File: src/rtl/axi_pkg.sv
// Shared AXI4 constants, the write-engine state type and a constant clog2 helper.
package axi_pkg;

  localparam logic [1:0] BURST_INCR    = 2'b01;
  localparam logic [1:0] RESP_OKAY     = 2'b00;
  localparam logic [3:0] CACHE_DEFAULT = 4'd3;

  typedef enum logic [2:0] {
    IDLE    = 3'd0,
    WR_ADDR = 3'd1,
    WR_DATA = 3'd2,
    WR_RESP = 3'd3,
    DONE    = 3'd4
  } wr_state_t;

  function automatic int clog2(input int value);
    int result;
    int rem;
    result = 0;
    rem    = value - 1;
    while (rem > 0) begin
      result = result + 1;
      rem    = rem >> 1;
    end
    return result;
  endfunction

endpackage

File: src/rtl/axis_skid_buf.sv
// Two-entry stream skid buffer; up_ready is registered so it never depends
// combinationally on dn_ready.
module axis_skid_buf #(
  parameter int DATA_WIDTH = 64
) (
  input  logic                  clk,
  input  logic                  rst,
  input  logic                  up_valid,
  output logic                  up_ready,
  input  logic [DATA_WIDTH-1:0] up_data,
  output logic                  dn_valid,
  input  logic                  dn_ready,
  output logic [DATA_WIDTH-1:0] dn_data
);

  logic [DATA_WIDTH-1:0] mem [2];
  logic                  wr_ptr_reg;
  logic                  rd_ptr_reg;
  logic [1:0]            count_reg;
  logic [1:0]            count_next;
  logic                  ready_reg;
  logic                  push;
  logic                  pop;

  assign push     = up_valid && ready_reg;
  assign pop      = dn_ready && (count_reg != 2'd0);
  assign up_ready = ready_reg;
  assign dn_valid = (count_reg != 2'd0);
  assign dn_data  = mem[rd_ptr_reg];

  always_comb begin
    count_next = count_reg + {1'b0, push} - {1'b0, pop};
  end

  // ready is the registered "not full" view of the next occupancy
  always_ff @(posedge clk or posedge rst) begin
    if (rst) begin
      wr_ptr_reg <= 1'b0;
      rd_ptr_reg <= 1'b0;
      count_reg  <= 2'd0;
      ready_reg  <= 1'b0;
    end else begin
      count_reg <= count_next;
      ready_reg <= (count_next != 2'd2);
      if (push) wr_ptr_reg <= ~wr_ptr_reg;
      if (pop)  rd_ptr_reg <= ~rd_ptr_reg;
    end
  end

  always_ff @(posedge clk) begin
    if (push) mem[wr_ptr_reg] <= up_data;
  end

endmodule

File: src/rtl/axis_axi_write.sv
// Stream-to-AXI4 burst writer: NUM_BURSTS fixed-length INCR bursts per buffer pass.
// Optional feature macro BYTE_SWAP_EN byte-reverses the low 32 bits of each beat.
module axis_axi_write
  import axi_pkg::*;
#(
  parameter int                  ADDR_WIDTH = 32,
  parameter int                  DATA_WIDTH = 64,
  parameter int                  AW_LEN     = 64,
  parameter int                  NUM_BURSTS = 4,
  parameter logic [ADDR_WIDTH-1:0] BASE_ADDR = 'h1000_1000
) (
  input  logic                    m_axi_aclk,
  input  logic                    m_axi_areset,
  input  logic                    S_WR_tvalid,
  output logic                    S_WR_tready,
  input  logic [DATA_WIDTH-1:0]   S_WR_tdata,
  output logic                    o_wr_done,
  output logic                    o_wr_err,
  output logic                    m_axi_awid,
  output logic [ADDR_WIDTH-1:0]   m_axi_awaddr,
  output logic [7:0]              m_axi_awlen,
  output logic [2:0]              m_axi_awsize,
  output logic [1:0]              m_axi_awburst,
  output logic                    m_axi_awlock,
  output logic [3:0]              m_axi_awcache,
  output logic [2:0]              m_axi_awprot,
  output logic [3:0]              m_axi_awqos,
  output logic                    m_axi_awvalid,
  input  logic                    m_axi_awready,
  output logic [DATA_WIDTH-1:0]   m_axi_wdata,
  output logic [DATA_WIDTH/8-1:0] m_axi_wstrb,
  output logic                    m_axi_wlast,
  output logic                    m_axi_wvalid,
  input  logic                    m_axi_wready,
  input  logic                    m_axi_bid,
  input  logic [1:0]              m_axi_bresp,
  input  logic                    m_axi_bvalid,
  output logic                    m_axi_bready
);

  localparam int BYTES       = DATA_WIDTH / 8;
  localparam int BURST_BYTES = AW_LEN * BYTES;
  localparam int BURST_W     = (NUM_BURSTS > 1) ? $clog2(NUM_BURSTS) : 1;

  if (DATA_WIDTH != 32 && DATA_WIDTH != 64 && DATA_WIDTH != 128) begin : g_bad_width
    $error("axis_axi_write: DATA_WIDTH must be 32, 64 or 128");
  end
  if (AW_LEN < 1 || AW_LEN > 256) begin : g_bad_len
    $error("axis_axi_write: AW_LEN must be 1..256");
  end
  // a burst may not straddle a 4 KB page
  if (BURST_BYTES > 4096) begin : g_bad_burst
    $error("axis_axi_write: AW_LEN*DATA_WIDTH/8 exceeds 4096 bytes");
  end

  wr_state_t               state_reg;
  wr_state_t               state_next;
  logic [ADDR_WIDTH-1:0]   addr_reg;
  logic [7:0]              beat_reg;
  logic [BURST_W-1:0]      burst_reg;
  logic                    err_reg;
  logic                    buf_valid;
  logic [DATA_WIDTH-1:0]   buf_data;
  logic                    last_beat;
  logic                    last_burst;
  logic                    unused_bits;

  axis_skid_buf #(
    .DATA_WIDTH (DATA_WIDTH)
  ) u_skid (
    .clk      (m_axi_aclk),
    .rst      (m_axi_areset),
    .up_valid (S_WR_tvalid),
    .up_ready (S_WR_tready),
    .up_data  (S_WR_tdata),
    .dn_valid (buf_valid),
    .dn_ready (m_axi_wvalid && m_axi_wready),
    .dn_data  (buf_data)
  );

  assign m_axi_awid    = 1'b0;
  assign m_axi_awaddr  = addr_reg;
  assign m_axi_awlen   = 8'(AW_LEN - 1);
  assign m_axi_awsize  = 3'(clog2(BYTES));
  assign m_axi_awburst = BURST_INCR;
  assign m_axi_awlock  = 1'b0;
  assign m_axi_awcache = CACHE_DEFAULT;
  assign m_axi_awprot  = 3'd0;
  assign m_axi_awqos   = 4'd0;
  assign m_axi_wstrb   = '1;
  assign o_wr_err      = err_reg;
  assign unused_bits   = m_axi_bid;

`ifdef BYTE_SWAP_EN
  genvar gi;
  for (gi = 0; gi < BYTES; gi++) begin : g_lane
    localparam int SRC = (gi < 4) ? (3 - gi) : gi;
    assign m_axi_wdata[gi*8 +: 8] = buf_data[SRC*8 +: 8];
  end
`else
  assign m_axi_wdata = buf_data;
`endif

  assign last_beat  = (beat_reg == 8'(AW_LEN - 1));
  assign last_burst = (burst_reg == BURST_W'(NUM_BURSTS - 1));

  always_ff @(posedge m_axi_aclk or posedge m_axi_areset) begin
    if (m_axi_areset) state_reg <= IDLE;
    else              state_reg <= state_next;
  end

  always_comb begin
    state_next    = state_reg;
    m_axi_awvalid = 1'b0;
    m_axi_wvalid  = 1'b0;
    m_axi_wlast   = 1'b0;
    m_axi_bready  = 1'b0;
    o_wr_done     = 1'b0;
    case (state_reg)
      IDLE: begin
        if (buf_valid) state_next = WR_ADDR;
      end
      WR_ADDR: begin
        m_axi_awvalid = 1'b1;
        if (m_axi_awready) state_next = WR_DATA;
      end
      WR_DATA: begin
        m_axi_wvalid = buf_valid;
        m_axi_wlast  = last_beat;
        if (buf_valid && m_axi_wready && last_beat) state_next = WR_RESP;
      end
      WR_RESP: begin
        m_axi_bready = 1'b1;
        if (m_axi_bvalid) state_next = last_burst ? DONE : IDLE;
      end
      DONE: begin
        o_wr_done  = 1'b1;
        state_next = IDLE;
      end
      default: state_next = IDLE;
    endcase
  end

  always_ff @(posedge m_axi_aclk or posedge m_axi_areset) begin
    if (m_axi_areset) begin
      addr_reg  <= BASE_ADDR;
      beat_reg  <= 8'd0;
      burst_reg <= '0;
      err_reg   <= 1'b0;
    end else begin
      if (m_axi_wvalid && m_axi_wready) begin
        beat_reg <= last_beat ? 8'd0 : beat_reg + 8'd1;
      end
      if (m_axi_bready && m_axi_bvalid) begin
        if (m_axi_bresp != RESP_OKAY) err_reg <= 1'b1;
        addr_reg  <= addr_reg + ADDR_WIDTH'(BURST_BYTES);
        burst_reg <= burst_reg + BURST_W'(1);
      end
      if (state_reg == DONE) begin
        addr_reg  <= BASE_ADDR;
        burst_reg <= '0;
      end
    end
  end

endmodule

File: config.mk
export PLATFORM = sky130hd
export DESIGN_NAME = axis_axi_write
export DESIGN_NICKNAME = d
export VERILOG_FILES = /design/src/rtl/axi_pkg.sv /design/src/rtl/axis_skid_buf.sv /design/src/rtl/axis_axi_write.sv
export SDC_FILE = /design/constraint.sdc
export NUM_CORES = 1
export LEC_CHECK = 0
export CORE_UTILIZATION = 48
export CTS_BUF_LIST = sky130_fd_sc_hd__clkbuf_16
export CTS_CLUSTER_SIZE = 10
export DETAILED_ROUTE_END_ITERATION = 10
export HOLD_SLACK_MARGIN = 0.05
export PLACE_DENSITY_LB_ADDON = 0.15
export SKIP_CTS_REPAIR_TIMING = 1
export SYNTH_ARGS = -nofsm -noshare
export SYNTH_HDL_FRONTEND = slang
export SYNTH_HIERARCHICAL = 1
export SYNTH_SLANG_ARGS = --single-unit
File: constraint.sdc
create_clock -name m_axi_aclk -period 5.09 [get_ports m_axi_aclk]
set_input_delay 1.527 -clock m_axi_aclk [delete_from_list [all_inputs] [get_ports m_axi_aclk]]
set_output_delay 1.527 -clock m_axi_aclk [all_outputs]
set_load 0.005 [all_outputs]
# After elaboration in Yosys (flattened, before gate mapping)
# Memories as Yosys holds them, arrays and structs flattened.
# Index checks and enable logic that the tools add are counted.
[classes]
n_bitwise = 2
eq_ne = 11
n_addsub = 5
reduce_logical = 12
muxes = 18
[op_table]
columns = ["op", "count"]
rows = [
  ["32-bit two-way mux", 2],
  ["32-bit by 10-bit adder with 32-bit output (second input constant)", 1],
  ["3-bit two-way mux", 5],
  ["3-bit one-hot mux with 4 select lines", 1],
  ["2-bit inequality test (second input constant)", 5],
  ["8-bit by 1-bit adder with 8-bit output (second input constant)", 1],
  ["8-bit by 6-bit equality test with 1-bit output (second input constant)", 1],
  ["8-bit two-way mux", 1],
  ["1-bit two-way mux", 7],
  ["3-bit by 2-bit equality test with 1-bit output (second input constant)", 2],
  ["1-bit logical AND", 6],
  ["2-bit nonzero test", 3],
  ["2-bit two-way mux", 2],
  ["4-bit AND reduction", 1],
  ["3-bit by 1-bit equality test with 1-bit output (second input constant)", 1],
  ["3-bit equality test (second input constant)", 1],
  ["3-bit zero test", 1],
  ["2-bit by 1-bit adder with 2-bit output", 1],
  ["2-bit by 1-bit adder with 2-bit output (second input constant)", 1],
  ["2-bit equality test (second input constant)", 1],
  ["1-bit inverter", 2],
  ["2-bit AND reduction", 1],
  ["2-bit by 1-bit subtractor with 2-bit output", 1],
]
[totals]
reg_bits = 51
ramBits = 128
word_cells = 58
out_inout_bits = 137
memories = 1
input_bits = 73
[memory_table]
columns = ["memory", "depth", "width", "read_ports", "rd_clocked_by_memory_dff", "wr", "line_no", "source"]
rows = [
  ["u_skid.mem", 2, 64, 1, 0, 1, "axis_skid_buf.sv:16", "logic [DATA_WIDTH-1:0] mem [2];"],
]

# Depth between registers and ports, before layout
# Gate-level depths: netlist of the first run.
[depth]
ltp_word = 6
depth_mapped = 9
depth_no_buf = 9

# Cells and area by module
# The synthesis of the first run kept the hierarchy.
[modules_own_cells]
columns = ["module", "area_per_inst_um2", "cells_per_inst", "seq_area_each_um2", "instances"]
rows = [
  ["axis_skid_buf", 5091.1, 224, 3968.8, 1],
  ["axis_axi_write", 2273.4, 256, 928.4, 1],
]

# Least setup slack after synthesis of the first run
# OpenSTA, ideal clock, no wires.
[synth_timing]
kind = "input -> register"
startpoint = "input port S_WR_tvalid"
endpoint = "memory u_skid.mem[0][0] (enable)"
t_required_ps = 4604
t_arrival_ps = 4329
setup_ps = 486
setup_slack_ps = 274
stages = 2
path_buffers = 0
path_cell_list = "nand2_1 nor2_1"
[synth_between]
elab_chain_len = 3
[synth_rtl]
columns = ["item", "line_no", "source"]
rows = [
  ["from (decl)", "axis_axi_write.sv:14", "input logic S_WR_tvalid,"],
  ["1-bit logical AND", "axis_skid_buf.sv:25", "assign push = up_valid && ready_reg;"],
  ["1-bit two-way mux", "axis_skid_buf.sv:51", "if (push) mem[wr_ptr_reg] <= up_data;"],
  ["1-bit two-way mux (implied by the code)", "axis_skid_buf.sv:51", ""],
  ["to (decl)", "axis_skid_buf.sv:16", ""],
]
# No other way between the ends.

# Worst setup path in the final report of the first run
[layout_timing]
startpoint = "register u_skid.rd_ptr_reg"
endpoint = "output port m_axi_wdata[47]"
[layout_between]
elab_chain_len = 1
[layout_rtl]
columns = ["item", "line_no", "source"]
rows = [
  ["from (decl)", "axis_skid_buf.sv:18", "logic rd_ptr_reg;"],
  ["from (signal assigned)", "axis_skid_buf.sv:46", "if (pop) rd_ptr_reg <= ~rd_ptr_reg;"],
  ["memory read 2 x 64 bit", "--", ""],
  ["to (decl)", "axis_axi_write.sv:30", "output logic [DATA_WIDTH-1:0] m_axi_wdata,"],
]
# No other way between the ends.

==> results_dict.tcl, run 1 <==
set metrics [dict create \
    status "completed" \
    pwr-share-clk_pct 27.9 \
    hold_path_class "reg2reg" \
    routed-wl-met3_um 928 \
    wl_per_cell_um 16.7 \
    grt_pass1_vias 4350 \
    arrival_ns 2.61 \
    fill_cells 1086 \
    holdWs_ns 0.495 \
    die_width_um 126 \
    wl_um 14200 \
    initialDrtViolationCount 302 \
    p_per_area_mw_per_mm2 508 \
    synth_top_area_share_pct 52.2 \
    largest_reg_flops 128 \
    diodes 0 \
    fin_crit_sh_pct 81.3 \
    rows 44 \
    synth-seq-area-share_pct 66.5 \
    antenna_found_initial 0 \
    clk_root_buffer_cell "clkbuf_16" \
    met1Wirelength_um 6190 \
    fmax_ghz 0.242 \
    grt_max_degree 51 \
    layout_commonest_cell "clkdlybuf4s50_1" \
    dpl_cell_area_mm2 0.00906 \
    drc 0 \
    dr_wl_met2_um 6870 \
    clock_skew_ns 0.00646 \
    portBuffers 165 \
    yosysWarnings 6 \
    ios 210 \
    nNetsFinal 733 \
    cp-end-kind "output pin" \
    p_sw_mw 1.28 \
    postRouteAntennaNets 0 \
    gp_congestion 0.803 \
    slew_violations 0 \
    post-place-ws_ns 1.22 \
    layout-drive-gt1-share_pct 16.7 \
    pwr-share-seq_pct 42.3 \
    top_layer_used "met4" \
    clock_path_buffers 2 \
    tritoncts "built" \
    firstDrtPassIters 4 \
    die_h_um 126 \
    async_flop_share_pct 24.7 \
    mostFrequentLayoutCells "165 x clkdlybuf4s50_1, 128 x edfxtp_1, 50 x mux2_4" \
    max_slew_margin_pct 40.4 \
    gr-total-overflow 0 \
    crit_fanout 50 \
    worstSkewPairLatency_ns 0.42 \
    setup_tns_ns 0 \
    initial_core_util_pct 49.9 \
    drv_cap 0 \
    grt_first_pass_wirelength_um 22400 \
    grt.total_usage_pct 18.6 \
    cts_buffers 17 \
    cp.required_ns 3.56 \
    syn_inst 480 \
    finalSetupViolCount 0 \
    synthFlopType "edfxtp_1" \
    p_leak_nw 3.74 \
    synth.avg_cell_area_um2 15.3 \
    fp.dieArea_mm2 0.0158 \
    yosysUniqueCellTypes 54 \
    ys_ff_latch 170 \
    multi_input_comb_area_mm2 0.00218 \
    htreeDepth 4 \
    register_area_mm2 0.00490 \
    path_class "reg2out" \
    clock_sinks 170 \
    tightest_slew_ns 0.893 \
    min_period_ns 4.14 \
    area_growth_pct 31.6 \
    fin_area_mm2 0.00969 \
    p_comb_share_pct 29.8 \
    syn_area_mm2 0.00736 \
    p_sw_share_pct 26.1 \
    worst_slack_ns 0.952 \
    hpwl_um 9520 \
    vias_per_cell 5.07 \
    ir_drop_v 0.000317 \
    startpoint_type "flip-flop" \
    netlist_top_cells_area "edfxtp_1 52%, dfrtp_1 14%, mux2_4 10%, buf_4 4.6%, mux2_2 2.3%" \
    via_count 4325 \
    synth_largest_area_cell "edfxtp_1" \
    internal_power_mw 3.64 \
    finalHoldViolations 0 \
    rsz0062_at_grt "no" \
    synth_edf_count 128 \
    clk_pin_slew_ns 0.06 \
    core-area_mm2 0.0148 \
]
-- cell families (layout without fill, tap and decap cells) --
group                    count (synthesis)  in the layout  share of synthesized area, %
flip-flops                             170            170                          66.5
AND/OR/NAND/NOR                        121            121                          8.75
multiplexers                            69             69                          13.0
buffers and inverters                   65            213                          6.13
AO/OA/AOI/OAI                           34             34                          3.02
XOR/XNOR                                15             15                          1.78
adder cells (fa/ha/maj)                  4              4                         0.680
other                                    2             43                         0.102
-- path summary, 6_finish.rpt --
kind	start	end	slack (ns)	cells after the start
max	u_skid/rd_ptr_reg	m_axi_wdata[47]	0.95	3
min	beat_reg[7]	beat_reg[7]	0.50	1
max reg2reg	state_reg[0]	u_skid/up_ready	2.53	8
min reg2reg	beat_reg[7]	beat_reg[7]	0.50	1
max in group asynchronous	m_axi_areset	m_axi_awaddr[28]	3.17	3
min in group asynchronous	m_axi_areset	u_skid/rd_ptr_reg	1.33	2
-- Yosys cell counts (5+ instances only) --
cell	instances
nand3_1	12
nand2b_1	5
mux2_2	15
dfrtp_1	40
nor3_1	8
nor2_1	20
nor2b_1	5
buf_4	45
mux2_4	50
or4_1	5
inv_1	9
o21ai_0	9
xnor2_1	11
nand4_1	8
a21oi_1	9
nand2_1	30
buf_6	5
edfxtp_1	128
-- layer usage --
layer,vias to the layer above,GRT usage (%)
met5,-,0
met4,0,7.09
met3,17,5.35
met2,148,30.9
met1,2115,23.1
li1,2045,-
-- critical path, stage by stage, from the launching register on --
cell and delay, ns:
dfrtp_4 1.01, buf_4 0.36, mux2_4 0.31, clkdlybuf4s50_1 0.47
-- layout make-up --
type                            instances  share of cell area (%)
Clock buffer                           17                    4.39
Tap cell                              184                    2.38
Timing Repair Buffer                  171                    17.6
Sequential cell                       170                    50.6
Clock inverter                         15                    2.14
Inverter                               10                   0.387
Multi-Input combinational cell        286                    22.5
-- through the flow --
| stage | power (mW) | instances | utilization, % |
|---|---|---|---|
| after floorplan | 2.89 | 521 | - |
| after global placement | 3.55 | 821 | 61.4 |
| after detailed placement | 3.60 | 821 | 61.4 |
| after CTS | 4.98 | 853 | 65.7 |
| after global routing | 5.16 | 853 | 65.7 |
| final | 4.92 | 853 | 65.7 |
-- power by group through the flow --
| stage | combinational (mW) | sequential [mW] | clock [mW] |
|---|---|---|---|
| 2_1_floorplan | 0.905 | 1.98 | 0 |
| 3_3_place_gp | 1.46 | 2.09 | 0 |
| 3_5_place_dp | 1.48 | 2.11 | 0 |
| 4_1_cts | 1.49 | 2.09 | 1.40 |
| 5_1_grt | 1.58 | 2.12 | 1.46 |
| 6_report | 1.46 | 2.08 | 1.37 |
(Power assumes the default switching activity.)
==> run 2: changes to the inputs <==
==> constraint.sdc (replaced) <==
create_clock -name m_axi_aclk -period 4.3 [get_ports m_axi_aclk]
set_input_delay 1.29 -clock m_axi_aclk [delete_from_list [all_inputs] [get_ports m_axi_aclk]]
set_output_delay 1.29 -clock m_axi_aclk [all_outputs]
set_load 0.005 [all_outputs]
==> run 2 against run 1 <==
Effect of this change: cell count increased by 0.23%; non-clock buffer count grew 2; combinational power increased by 24%; total power is 21% higher; clock skew grew 0.0037 ns; sequential share of layout area shrank 0.39 points.
==> results_dict.tcl, run 2 (same netlist as run 1, synthesis figures left out) <==
set metrics [dict create \
    status "completed" \
    postRouteAntennaNets 0 \
    ir_drop_v 0.000270 \
    die_h_um 126 \
    regToRegSetupSlack_ns 1.88 \
    pwr-share-seq_pct 40.3 \
    portBuffers 165 \
    grt_first_pass_wirelength_um 22700 \
    gr-total-overflow 0 \
    startpoint_type "flip-flop" \
    rsz0062_at_grt "no" \
    via_count 4354 \
    worstSkewPairLatency_ns 0.42 \
    rows 44 \
    clock_path_buffers 2 \
    gp_congestion 0.809 \
    clk_root_buffer_cell "clkbuf_16" \
    fin_area_mm2 0.00976 \
    grt.total_usage_pct 18.9 \
    grt_max_degree 65 \
    crit_path_start "beat_reg[0]" \
    dpl_cell_area_mm2 0.00908 \
    ios 210 \
    die_width_um 126 \
    finalSetupViolCount 0 \
    cp.required_ns 3.01 \
    crit_fanout 6 \
    vias_per_cell 5.09 \
    drc 0 \
    clock_sinks 170 \
    mostFrequentLayoutCells "165 x clkdlybuf4s50_1, 128 x edfxtp_1, 50 x mux2_4" \
    min_period_ns 3.62 \
    arrival_ns 2.33 \
    nNetsFinal 735 \
    layout-drive-gt1-share_pct 17.0 \
    total_power_mw 5.95 \
    cp-end-kind "output pin" \
    clk_pin_slew_ns 0.06 \
    diodes 0 \
    setup_tns_ns 0 \
    area_growth_pct 32.6 \
    wl_um 14300 \
    placedCellCount 823 \
    slew_violations 0 \
    drv_cap 0 \
    antenna_found_initial 1 \
    p_sw_share_pct 25.5 \
    layout_commonest_cell "clkdlybuf4s50_1" \
    fmax_ghz 0.277 \
    fin_crit_sh_pct 84.1 \
    multi_input_comb_area_mm2 0.00218 \
    wl_per_cell_um 16.7 \
    hpwl_um 9520 \
    internal_power_mw 4.43 \
    fin_util_pct 66.2 \
    initial_core_util_pct 49.9 \
    hold_path_class "reg2reg" \
    path_class "reg2out" \
    fp.dieArea_mm2 0.0158 \
    max_slew_margin_pct 48.4 \
    tritoncts "built" \
    worst_r2r_endpoint "u_skid/up_ready" \
    core-area_mm2 0.0148 \
    clock_skew_ns 0.0102 \
    tightest_slew_ns 0.767 \
    reg2reg_from "state_reg[0]" \
    endpoint "m_axi_wlast" \
    path_cells "ha_1 > nand3_1 > or4_1 > nor2_1 > clkdlybuf4s50_1" \
    finalHoldViolations 0 \
    largest_reg_flops 128 \
    grt_pass1_vias 4268 \
    pwr-share-clk_pct 29.2 \
    cts_buffers 17 \
    p_sw_mw 1.52 \
    register_area_mm2 0.00490 \
    p_comb_share_pct 30.4 \
    fill_cells 1054 \
    firstDrtPassIters 7 \
    initialDrtViolationCount 225 \
    p_leak_nw 3.77 \
    htreeDepth 4 \
    r2r_cells 8 \
    p_per_area_mw_per_mm2 609 \
    cpMaxStageDelayCell "or4_1" \
    critPathMaxStageDelay_ns 0.51 \
    fin_cells 855 \
]
run 2: power by group through the flow:
stage	clock network, mW	logic, mW	registers (mW)
global route	1.84	1.94	2.44
floorplan	0	1.07	2.34
finish	1.74	1.81	2.40
CTS	1.77	1.83	2.40
detailed placement	0	1.82	2.43
global placement	0	1.80	2.41
run 2: per-layer routing:
layer  track usage, %  wire length, um  up-vias
li1                 -                -     2053
met1             24.5             6290     2155
met2             30.1             7090      131
met3             5.65              771       15
met4             7.44              175        0
met5                0                0        -
run 2: layout make-up:
class,instances,share of cell area (%)
Timing Repair Buffer,173,17.8
Multi-Input combinational cell,286,22.3
Inverter,10,0.384
Clock inverter,15,2.61
Clock buffer,17,4.36
Tap cell,184,2.36
Sequential cell,170,50.2
run 2: critical path: cells and delay by family (launching register included):
| family | cells | cell delay (ns) |
|---|---|---|
| fa+ha+maj | 1 | 0.22 |
| simple gates | 3 | 0.75 |
| buf+inv | 1 | 0.51 |
| flops | 1 | 0.42 |
run 2: metrics by stage:
stage,hold WS [ns],worst slack [ns]
3_5_place_dp,0.484,0.764
4_1_cts,0.509,0.671
2_1_floorplan,0.450,0.791
5_1_grt,0.527,0.537
6_report,0.505,0.683
3_3_place_gp,0.459,0.834
run 2: worst min-delay path by stage:
| stage | start | to | slack (ns) | depth (start not counted) |
|---|---|---|---|---|
| finish | beat_reg[7] | beat_reg[7] | 0.50 | 1 |
| global route | beat_reg[7] | beat_reg[7] | 0.53 | 1 |
| CTS | beat_reg[7] | beat_reg[7] | 0.51 | 1 |
| detailed placement | beat_reg[7] | beat_reg[7] | 0.48 | 1 |
| global placement | o_wr_err | o_wr_err | 0.46 | 1 |
| floorplan | beat_reg[7] | beat_reg[7] | 0.45 | 1 |
